File: config.mk
export PLATFORM = sky130hd
export DESIGN_NAME = cpu_control_fsm
export DESIGN_NICKNAME = d
export VERILOG_FILES = /design/src/rtl/cpu_defs_pkg.sv /design/src/rtl/alu_decoder.sv /design/src/rtl/cpu_control_fsm.sv
export SDC_FILE = /design/constraint.sdc
export NUM_CORES = 1
export LEC_CHECK = 0
export CAP_MARGIN = 20
export CORE_ASPECT_RATIO = 1.5
export CORE_MARGIN = 4
export CORE_UTILIZATION = 28
export DETAILED_ROUTE_END_ITERATION = 8
export SLEW_MARGIN = 25
export SYNTH_ARGS = -nofsm -noshare
export SYNTH_HDL_FRONTEND = slang
export SYNTH_SLANG_ARGS = --single-unit
File: constraint.sdc
create_clock -name clk -period 1.5 [get_ports clk]
set_input_delay 0.225 -clock clk [delete_from_list [all_inputs] [get_ports clk]]
set_output_delay 0.225 -clock clk [all_outputs]
set_load 0.02 [all_outputs]
File: src/rtl/cpu_defs_pkg.sv
// Shared definitions for the multicycle control unit: opcode/func encodings, ALU select codes,
// FSM state encoding, instruction classes and the decoded-instruction bundle.
package cpu_defs_pkg;

  // Opcodes, instr[31:26]
  localparam logic [5:0] OP_RTYPE = 6'b100000;
  localparam logic [5:0] OP_LI    = 6'b111000;
  localparam logic [5:0] OP_ADDI  = 6'b110000;
  localparam logic [5:0] OP_ANDI  = 6'b110010;
  localparam logic [5:0] OP_ORI   = 6'b110011;
  localparam logic [5:0] OP_LW    = 6'b000011;
  localparam logic [5:0] OP_SW    = 6'b000111;
  localparam logic [5:0] OP_B     = 6'b000000;
  localparam logic [5:0] OP_BEQ   = 6'b010000;
  localparam logic [5:0] OP_BNE   = 6'b010001;

  // R-type func[5:4] must carry this prefix
  localparam logic [1:0] FUNC_PREFIX = 2'b11;

  // ALU operation encoding
  localparam logic [3:0] ALU_SEL_ADD   = 4'b0000;
  localparam logic [3:0] ALU_SEL_SUB   = 4'b0001;
  localparam logic [3:0] ALU_SEL_AND   = 4'b0010;
  localparam logic [3:0] ALU_SEL_OR    = 4'b0011;
  localparam logic [3:0] ALU_SEL_NOT   = 4'b0100;
  localparam logic [3:0] ALU_SEL_SRA   = 4'b1000;
  localparam logic [3:0] ALU_SEL_SHL   = 4'b1001;
  localparam logic [3:0] ALU_SEL_SRL   = 4'b1010;
  localparam logic [3:0] ALU_SEL_ROL   = 4'b1100;
  localparam logic [3:0] ALU_SEL_ROR   = 4'b1101;
  localparam logic [3:0] ALU_SEL_PASSB = 4'b1111;

  typedef enum logic [2:0] {
    StFetch,
    StDecode,
    StExec,
    StMem,
    StWb,
    StTrap
  } state_e;

  typedef enum logic [2:0] {
    ClsAlu,
    ClsLoad,
    ClsStore,
    ClsBr,
    ClsBeq,
    ClsBne
  } instr_cls_e;

  typedef struct packed {
    logic [3:0] alu_sel;
    logic       alu_src_b;
    logic       imm_zext;
    instr_cls_e cls;
    logic       illegal;
  } dec_t;

  // PASSB is reachable only through li, so an R-type func selecting it is illegal.
  function automatic logic rtype_func_ok(logic [5:0] func);
    logic ok;
    ok = 1'b0;
    if (func[5:4] == FUNC_PREFIX) begin
      case (func[3:0])
        ALU_SEL_ADD, ALU_SEL_SUB, ALU_SEL_AND, ALU_SEL_OR, ALU_SEL_NOT,
        ALU_SEL_SRA, ALU_SEL_SHL, ALU_SEL_SRL, ALU_SEL_ROL, ALU_SEL_ROR: ok = 1'b1;
        default: ok = 1'b0;
      endcase
    end
    return ok;
  endfunction

endpackage

File: src/rtl/alu_decoder.sv
// Combinational instruction decoder.
// Ports:
//   op_i   - opcode field instr[31:26]
//   func_i - R-type function field instr[5:0]
//   dec_o  - ALU select, operand-B source, immediate extension, instruction class, illegal flag
module alu_decoder
  import cpu_defs_pkg::*;
(
  input  logic [5:0] op_i,
  input  logic [5:0] func_i,
  output dec_t       dec_o
);

  always_comb begin
    dec_o     = '0;
    dec_o.cls = ClsAlu;
    unique case (op_i)
      OP_RTYPE: begin
        dec_o.alu_sel = func_i[3:0];
        dec_o.illegal = ~rtype_func_ok(func_i);
      end
      OP_LI: begin
        dec_o.alu_sel   = ALU_SEL_PASSB;
        dec_o.alu_src_b = 1'b1;
      end
      OP_ADDI: begin
        dec_o.alu_sel   = ALU_SEL_ADD;
        dec_o.alu_src_b = 1'b1;
      end
      OP_ANDI: begin
        dec_o.alu_sel   = ALU_SEL_AND;
        dec_o.alu_src_b = 1'b1;
        dec_o.imm_zext  = 1'b1;
      end
      OP_ORI: begin
        dec_o.alu_sel   = ALU_SEL_OR;
        dec_o.alu_src_b = 1'b1;
        dec_o.imm_zext  = 1'b1;
      end
      OP_LW: begin
        dec_o.alu_sel   = ALU_SEL_ADD;
        dec_o.alu_src_b = 1'b1;
        dec_o.cls       = ClsLoad;
      end
      OP_SW: begin
        dec_o.alu_sel   = ALU_SEL_ADD;
        dec_o.alu_src_b = 1'b1;
        dec_o.cls       = ClsStore;
      end
      OP_B: begin
        // ALU result is unused by an unconditional branch
        dec_o.cls = ClsBr;
      end
      OP_BEQ: begin
        dec_o.alu_sel = ALU_SEL_SUB;
        dec_o.cls     = ClsBeq;
      end
      OP_BNE: begin
        dec_o.alu_sel = ALU_SEL_SUB;
        dec_o.cls     = ClsBne;
      end
      default: dec_o.illegal = 1'b1;
    endcase
  end

endmodule

File: src/rtl/cpu_control_fsm.sv
// Multicycle control unit: sequences FETCH/DECODE/EXEC/MEM/WB, drives the ALU select and
// datapath strobes, handles the memory handshake with a wait-cycle timeout, and traps on
// illegal instructions or memory timeout.
// Ports:
//   clk, rst            - clock, synchronous active-high reset
//   instr               - instruction register contents
//   alu_zero            - ALU zero flag (used by conditional branches in EXEC)
//   mem_ack             - memory completes the current request
//   mem_req, mem_we     - memory request / write qualifier
//   ir_we, pc_we        - IR load and PC update strobes
//   pc_src              - 0: PC+4, 1: branch target
//   alu_sel, alu_src_b  - ALU operation and operand-B source
//   imm_zext            - immediate zero-extend (1) or sign-extend (0)
//   rf_we, rf_wsel      - register-file write strobe and write-data select
//   trap                - sticky illegal-instruction / timeout flag
module cpu_control_fsm
  import cpu_defs_pkg::*;
#(
  parameter int unsigned WAIT_LIMIT = 255
) (
  input  logic        clk,
  input  logic        rst,
  input  logic [31:0] instr,
  input  logic        alu_zero,
  input  logic        mem_ack,
  output logic        mem_req,
  output logic        mem_we,
  output logic        ir_we,
  output logic        pc_we,
  output logic        pc_src,
  output logic [3:0]  alu_sel,
  output logic        alu_src_b,
  output logic        imm_zext,
  output logic        rf_we,
  output logic        rf_wsel,
  output logic        trap
);

  localparam logic [7:0] WaitLast = 8'(WAIT_LIMIT - 1);

  state_e     state_q, state_d;
  logic [7:0] wait_cnt_q, wait_cnt_d;
  logic       quiet_q;
  dec_t       dec_q, dec_d;
  dec_t       dec_now;

  logic mem_busy;
  logic mem_wait;
  logic mem_done;
  logic strobe_ok;
  logic unused_instr_bits;

  assign unused_instr_bits = ^instr[25:6];

  alu_decoder u_alu_decoder (
    .op_i   (instr[31:26]),
    .func_i (instr[5:0]),
    .dec_o  (dec_now)
  );

  // quiet_q holds every output low for the first cycle after reset, so a reset issued
  // mid-transfer drops mem_req on the following cycle and any ack there is ignored.
  assign mem_busy  = ~quiet_q & ((state_q == StFetch) | (state_q == StMem));
  assign mem_wait  = mem_busy & ~mem_ack;
  assign mem_done  = mem_busy & mem_ack;
  // A reset in the current cycle suppresses write strobes so nothing commits.
  assign strobe_ok = ~rst;

  // State register
  always_ff @(posedge clk) begin
    if (rst) begin
      state_q    <= StFetch;
      wait_cnt_q <= '0;
      quiet_q    <= 1'b1;
      dec_q      <= '0;
    end else begin
      state_q    <= state_d;
      wait_cnt_q <= wait_cnt_d;
      quiet_q    <= 1'b0;
      dec_q      <= dec_d;
    end
  end

  // Next-state logic
  always_comb begin
    state_d = state_q;
    // Latch the decode in DECODE so EXEC..WB stay stable regardless of instr.
    dec_d   = (state_q == StDecode) ? dec_now : dec_q;

    unique case (state_q)
      StFetch: begin
        if (mem_done) state_d = StDecode;
      end
      StDecode: begin
        state_d = dec_now.illegal ? StTrap : StExec;
      end
      StExec: begin
        case (dec_q.cls)
          ClsAlu:             state_d = StWb;
          ClsLoad, ClsStore:  state_d = StMem;
          default:            state_d = StFetch;
        endcase
      end
      StMem: begin
        if (mem_done) state_d = (dec_q.cls == ClsLoad) ? StWb : StFetch;
      end
      StWb:    state_d = StFetch;
      StTrap:  state_d = StTrap;
      default: state_d = StTrap;
    endcase

    // This cycle would be the WAIT_LIMIT-th un-acked cycle.
    if (mem_wait && (wait_cnt_q == WaitLast)) state_d = StTrap;

    wait_cnt_d = (mem_wait && (state_d == state_q)) ? wait_cnt_q + 8'd1 : '0;
  end

  // Output logic
  always_comb begin
    mem_req   = 1'b0;
    mem_we    = 1'b0;
    ir_we     = 1'b0;
    pc_we     = 1'b0;
    pc_src    = 1'b0;
    alu_sel   = ALU_SEL_ADD;
    alu_src_b = 1'b0;
    imm_zext  = 1'b0;
    rf_we     = 1'b0;
    rf_wsel   = 1'b0;
    trap      = 1'b0;

    if (!quiet_q) begin
      if ((state_q == StExec) || (state_q == StMem) || (state_q == StWb)) begin
        alu_sel   = dec_q.alu_sel;
        alu_src_b = dec_q.alu_src_b;
        imm_zext  = dec_q.imm_zext;
      end

      unique case (state_q)
        StFetch: begin
          mem_req = 1'b1;
          ir_we   = mem_ack & strobe_ok;
          pc_we   = mem_ack & strobe_ok;
        end
        StExec: begin
          case (dec_q.cls)
            ClsBr: begin
              pc_src = 1'b1;
              pc_we  = strobe_ok;
            end
            ClsBeq: begin
              pc_src = 1'b1;
              pc_we  = alu_zero & strobe_ok;
            end
            ClsBne: begin
              pc_src = 1'b1;
              pc_we  = ~alu_zero & strobe_ok;
            end
            default: ;
          endcase
        end
        StMem: begin
          mem_req = 1'b1;
          mem_we  = (dec_q.cls == ClsStore);
        end
        StWb: begin
          rf_we   = strobe_ok;
          rf_wsel = (dec_q.cls == ClsLoad);
        end
        StTrap:  trap = 1'b1;
        default: ;
      endcase
    end
  end

endmodule

Word level (Yosys, flattened, before mapping)
Memories as Yosys holds them, arrays and structs flattened.
Index checks and enable logic that the tools add are counted.
- add/subtract/negate cells: 1
- equality and inequality tests: 22
- muxes and demuxes: 39
- bitwise logic cells: 13
- reduce and logical (&&, ||, !) cells: 15
- operators by type and width (kind ; count):
    == test 6 bit (second input constant) ; 5
    case mux 3 bit (5 select lines) ; 2
    two-way mux 1 bit ; 25
    case mux 4 bit (5 select lines) ; 1
    two-way mux 3 bit ; 5
    == test 3 x 2 -> 1 bit (second input constant) ; 4
    == test 3 bit (second input constant) ; 4
    == test 6 x 5 -> 1 bit (second input constant) ; 2
    OR reduction 2 bit ; 5
    OR reduction 9 bit ; 1
    adder 8 x 1 -> 8 bit (second input constant) ; 1
    == test 8 bit (second input constant) ; 1
    two-way mux 4 bit ; 2
    AND 1 bit ; 6
    == test 3 x 1 -> 1 bit (second input constant) ; 2
    == test 6 x 2 -> 1 bit (second input constant) ; 1
    == test 6 x 3 -> 1 bit (second input constant) ; 1
    logical NOT 3 bit ; 2
    logical NOT 6 bit ; 1
    NOT 1 bit ; 6
    case mux 3 bit (2 select lines) ; 1
    OR reduction 6 bit ; 1
    case mux 1 bit (2 select lines) ; 2
    == test 3 bit ; 1
    6 further kinds ; 8
- register bits after elaboration: 21
- bits in read-only memories: 16
- word-level logic and storage cells: 98
- memories: 1
- memory list (memory ; words ; width ; read ports ; clocked after memory_dff ; wr ports ; RTL line ; RTL):
    (name not given) ; 16 ; 1 ; 1 ; 0 ; 0 ; cpu_defs_pkg.sv:64 ; case (func[3:0])

Longest topological paths before layout
- depth after elaboration: 12
- mapped depth: 7

Modules after synthesis
From an unflattened synthesis, not the netlist that was laid out.
- cells, all modules: 175
- area total of the unflattened synthesis: 1393.8 µm²
- by module, submodules not included (module ; instances ; cells each ; area an instance (µm²) ; seq. area each (µm²)):
    cpu_control_fsm ; 1 ; 125 ; 1092.3 ; 420.4
    alu_decoder ; 1 ; 50 ; 301.5 ; 0.0

Worst setup path before layout
Ideal clock, no wire load.
- path kind: register to output
- from: register state_q[1]
- to: output pc_src
- arrival time: 1.801 ns
- data required time: 1.275 ns
- setup slack: -0.526 ns
- stages on the path, launching flop included: 4
- cell sequence: dfxtp_1 clkbuf_1 nand2b_1 a2111oi_0
- word-level cells in the longest chain between the ends: 3
- ends and longest elaborated chain (item ; RTL line ; RTL):
    from (decl) ; cpu_control_fsm.sv:41 ; state_e state_q, state_d;
    from (signal assigned) ; cpu_control_fsm.sv:72 ; state_q <= StFetch;
    from (signal assigned) ; cpu_control_fsm.sv:77 ; state_q <= state_d;
    == test 3 x 2 -> 1 bit ; cpu_control_fsm.sv:139 ; unique case (state_q)
    two-way mux 1 bit ; cpu_control_fsm.sv:139 ;
    two-way mux 1 bit ; cpu_control_fsm.sv:132 ; if (!quiet_q) begin
    to (decl) ; cpu_control_fsm.sv:30 ; output logic pc_src,
Every way passes these cells.

Final worst setup path
- from: register state_q[2]
- to: output ir_we
- word-level cells in the longest chain between the ends: 3
- ends and longest elaborated chain (item ; RTL line ; RTL):
    logical NOT 3 bit ; cpu_control_fsm.sv:139 ;
    two-way mux 1 bit ; cpu_control_fsm.sv:139 ;
    two-way mux 1 bit ; cpu_control_fsm.sv:132 ;
    to (decl) ; cpu_control_fsm.sv:28 ; output logic ir_we,
Every way passes these cells.

==> results.sh <==
export IMPL_critPathCaptureType="primary output"
export IMPL_rsz0062_at_grt="true"
export IMPL_synth_area_leader_cell="dfxtp_1"
export IMPL_ys_flop_type="dfxtp_1"
export IMPL_cts_root_buf="clkbuf_8"
export IMPL_reg2reg_depth=8
export IMPL_arrival_ps=1490
export IMPL_setup_tns_ps=-2590
export IMPL_combPwrFrac_pct=32.3
export IMPL_area_growth_pct=74.0
export IMPL_total_power_mw=1.40
export IMPL_fin_area_um2=2600
export IMPL_cp_required_ps=1270
export IMPL_synth_area_leaders="dfxtp_1 28%, nor4_2 6.7%, a21oi_1 3.7%"
export IMPL_dieArea_um2=6600
export IMPL_post_place_cells=320
export IMPL_fp_dieH_um=97.5
export IMPL_synthesis_nets=221
export IMPL_p_int_uw=999
export IMPL_tritoncts="built"
export IMPL_holdCritPathClass="in -> reg"
export IMPL_swShare_pct=28.9
export IMPL_cp_start_kind="flip-flop"
export IMPL_dp_hpwl_mm=3.35
export IMPL_pre_cts_ws_ps=-711
export IMPL_maxCapViolCount=0
export IMPL_coreArea_um2=5160
export IMPL_via_count=1660
export IMPL_async_flop_share_pct=0
export IMPL_path_buf_inv=1
export IMPL_worst_pin_slew_ps=266
export IMPL_max_stage_delay_ps=560
export IMPL_setup_viol=22
export IMPL_critPathKind="reg -> out"
export IMPL_ys_types=57
export IMPL_synth_seq_cells=21
export IMPL_cts_buffer_depth=2
export IMPL_place_area_um2=2300
export IMPL_portBuffers=29
export IMPL_timing_rr_end="wait_cnt_q[7]"
export IMPL_relSlewSlack_pct=82.0
export IMPL_grt_max_degree=14
export IMPL_final_cell_count_no_fill=337
export IMPL_irDropWorstVdd_mv=0.435
export IMPL_cp_cell_sequence="or4_4 -> nor3b_4 -> buf_6"
export IMPL_drtPass1Iterations=4
export IMPL_clkPwrFrac_pct=26.5
export IMPL_antenna_left=0
export IMPL_grt_pass1_wl_mm=7.29
export IMPL_gp_congestion=0.821
export IMPL_insertion_delay_ps=260
export IMPL_synth_edff_count=0
export IMPL_cts_made_buffers=3
export IMPL_clkSinkCount=21
export IMPL_drt_iter0_markers=59
export IMPL_crit_slowest_cell="or4_4"
export IMPL_n_antenna_cell=0
export IMPL_muxShareOfSynthArea_pct=0.753
export IMPL_crit_family="simple AND/OR/NAND/NOR gates"
export IMPL_synthAdderAreaFrac_pct=1.67
export IMPL_ys_seq_area_share_pct=28.1
export IMPL_io_pins=50
export IMPL_pwr_share_seq_pct=41.2
export IMPL_hold_violations=0
export IMPL_synth_cells=183
export IMPL_slew_violations=0
export IMPL_status="finished with violations"
export IMPL_drcViolationCount=0
export IMPL_holdPathEnd="dec_q[9]"
export IMPL_grt_pass1_vias=1689
export IMPL_fmax_ghz=0.584
export IMPL_drive_above_1_share_pct=48.3
export IMPL_hold_path_depth=4
export IMPL_fin_util_pct=50.4
export IMPL_synth_compound_gate_area_share_pct=20.1
export IMPL_worstReg2RegStart="state_q[0]"
export IMPL_cts_max_level=1
export IMPL_synth_simple_area_share_pct=38.5
export IMPL_die_w_um=67.7
export IMPL_synth_xor_area_share_pct=5.27
export IMPL_syn_area_um2=1500
export IMPL_power_density_nw_per_um2=540
export IMPL_path_clk_slew_ps=80
export IMPL_p_sw_uw=406
export IMPL_synth_avg_cell_area_um2=8.17
export IMPL_grt_ovfl_total=0
export IMPL_critPathMaxFanout=5
export IMPL_min_from="instr[3]"
export IMPL_fin_crit_sh_pct=114
export IMPL_wl_mm=4.43
export IMPL_timing_hold_ws_ps=395
export IMPL_synth_top_cell_area_share_pct=28.1
export IMPL_yosys_warnings=0
export IMPL_track_usage_pct=14.1
export IMPL_layout_setup_ws_ps=-213
export IMPL_fin_worst_skew_ps=3.83
export IMPL_antenna_found_initial=0
export IMPL_leakagePower_nw=1.02
export IMPL_wl_per_cell_um=13.1
export IMPL_violations="negative setup slack"
export IMPL_fin_crit_ps=1710
export IMPL_final_net_count=308
export IMPL_via_per_inst=4.93
export IMPL_hold_buffers=0
export IMPL_rrSetupSlack_ps=-110
export IMPL_start_util_pct=28.9
export IMPL_synth_top_family_by_area="simple AND/OR/NAND/NOR gates"
export IMPL_num_rows=32
[cell usage after synthesis (2+ instances only)]
cell	n
and3_1	3
and2_1	7
nand4_1	3
o211ai_1	2
nor4_2	8
o21ai_0	4
nand2_1	14
a21oi_1	11
nor2_1	14
o21a_1	2
a211oi_1	2
nand3_1	7
a32oi_1	2
nand2b_1	6
nor2b_1	3
nand3b_1	3
nor3_1	4
nor3b_1	4
xor2_1	6
o21ai_1	4
buf_2	3
clkbuf_1	6
dfxtp_1	21
ha_1	2
a32o_1	2
nor4_1	3
xnor2_1	3
inv_1	5
[flip-flops by register name, indices dropped and copies added, names as in the netlist]
register / count
dec_q: 9
quiet_q: 1
state_q: 3
wait_cnt_q: 8
[layout make-up]
class | instances | area, µm²
fill | 468 | 2560
multi-input combinational | 144 | 1170
timing repair buffer | 95 | 847
sequential | 21 | 434
tap | 68 | 85.1
clock buffer | 4 | 45.0
inverter | 5 | 18.8
[power by group through the flow]
| stage | Combinational (mW) | Clock, mW | Sequential, mW |
|---|---|---|---|
| detailed placement | 0.377 | 0 | 0.594 |
| floorplan | 0.196 | 0 | 0.591 |
| global placement | 0.374 | 0 | 0.594 |
| finish | 0.453 | 0.372 | 0.579 |
| CTS | 0.421 | 0.384 | 0.579 |
| global route | 0.487 | 0.410 | 0.582 |
[worst min-delay path, delay by kind of cell]
family,cells,cell delay [ps]
buf+inv,2,240
compound gates,2,160
[how the worst max path moves through the flow]
stage	from	depth (start not counted)	end	slack, ps
floorplan	dec_q[1]	3	pc_src	-90
global placement	rst	4	ir_we	-700
detailed placement	rst	4	pc_we	-710
CTS	state_q[2]	3	pc_we	-230
global route	state_q[2]	3	pc_we	-270
finish	state_q[2]	3	ir_we	-210
[timing repair]
action,CTS,global route
cloned,1,0
gates resized for setup,118,21
setup buffers,9,3
pin swaps,13,5
endpoints found under the setup margin,31,28
[cells by family after synthesis]
kind of cell	count (synthesis)
adders and majority gates	2
AOI/OAI and AO/OA	42
and+or+nand+nor	90
xor gates and xnor gates	9
DFF	21
buffers and inverters	18
muxes	1
[per-layer routing]
layer | global-route usage (%) | up-vias | share of wire [%]
li1 | - | 839 | -
met1 | 14.1 | 788 | 35
met2 | 27.2 | 23 | 60
met4 | 6.41 | 0 | 3.0
met3 | 1.39 | 10 | 2.2
met5 | 0 | - | 0
[placed cells by master, fill, tap and decap left out, types with 2 or more instances in the layout]
| master | netlist | routed |
|---|---|---|
| buf_4 | 1 | 58 |
| buf_6 | 1 | 19 |
| dfxtp_1 | 21 | 16 |
| nand2_1 | 14 | 14 |
| nor2_1 | 14 | 13 |
| a21oi_1 | 11 | 11 |
| nor4_4 | 1 | 8 |
| clkdlybuf4s50_1 | 0 | 8 |
| nand3_1 | 7 | 7 |
| o21ai_1 | 4 | 6 |
| xor2_1 | 6 | 6 |
| and2_2 | 0 | 5 |
| inv_1 | 5 | 5 |
| nand2b_1 | 6 | 4 |
| nor3_1 | 4 | 4 |
| nor4_2 | 8 | 4 |
| buf_2 | 3 | 4 |
| nand3b_1 | 3 | 3 |
| nor3b_1 | 4 | 3 |
| nor2b_1 | 3 | 3 |
| nand4_1 | 3 | 3 |
| and3_1 | 3 | 3 |
| clkbuf_8 | 0 | 3 |
| dfxtp_4 | 0 | 3 |
| o21a_1 | 2 | 2 |
| nand2b_4 | 0 | 2 |
| o21ai_0 | 4 | 2 |
| xnor2_1 | 3 | 2 |
| o211ai_1 | 2 | 2 |
| a32o_1 | 2 | 2 |
| a32oi_1 | 2 | 2 |
| ha_1 | 2 | 2 |
| dfxtp_2 | 0 | 2 |
| dlymetal6s2s_1 | 0 | 2 |
| buf_12 | 0 | 2 |
Power figures use the tool's default switching activity.
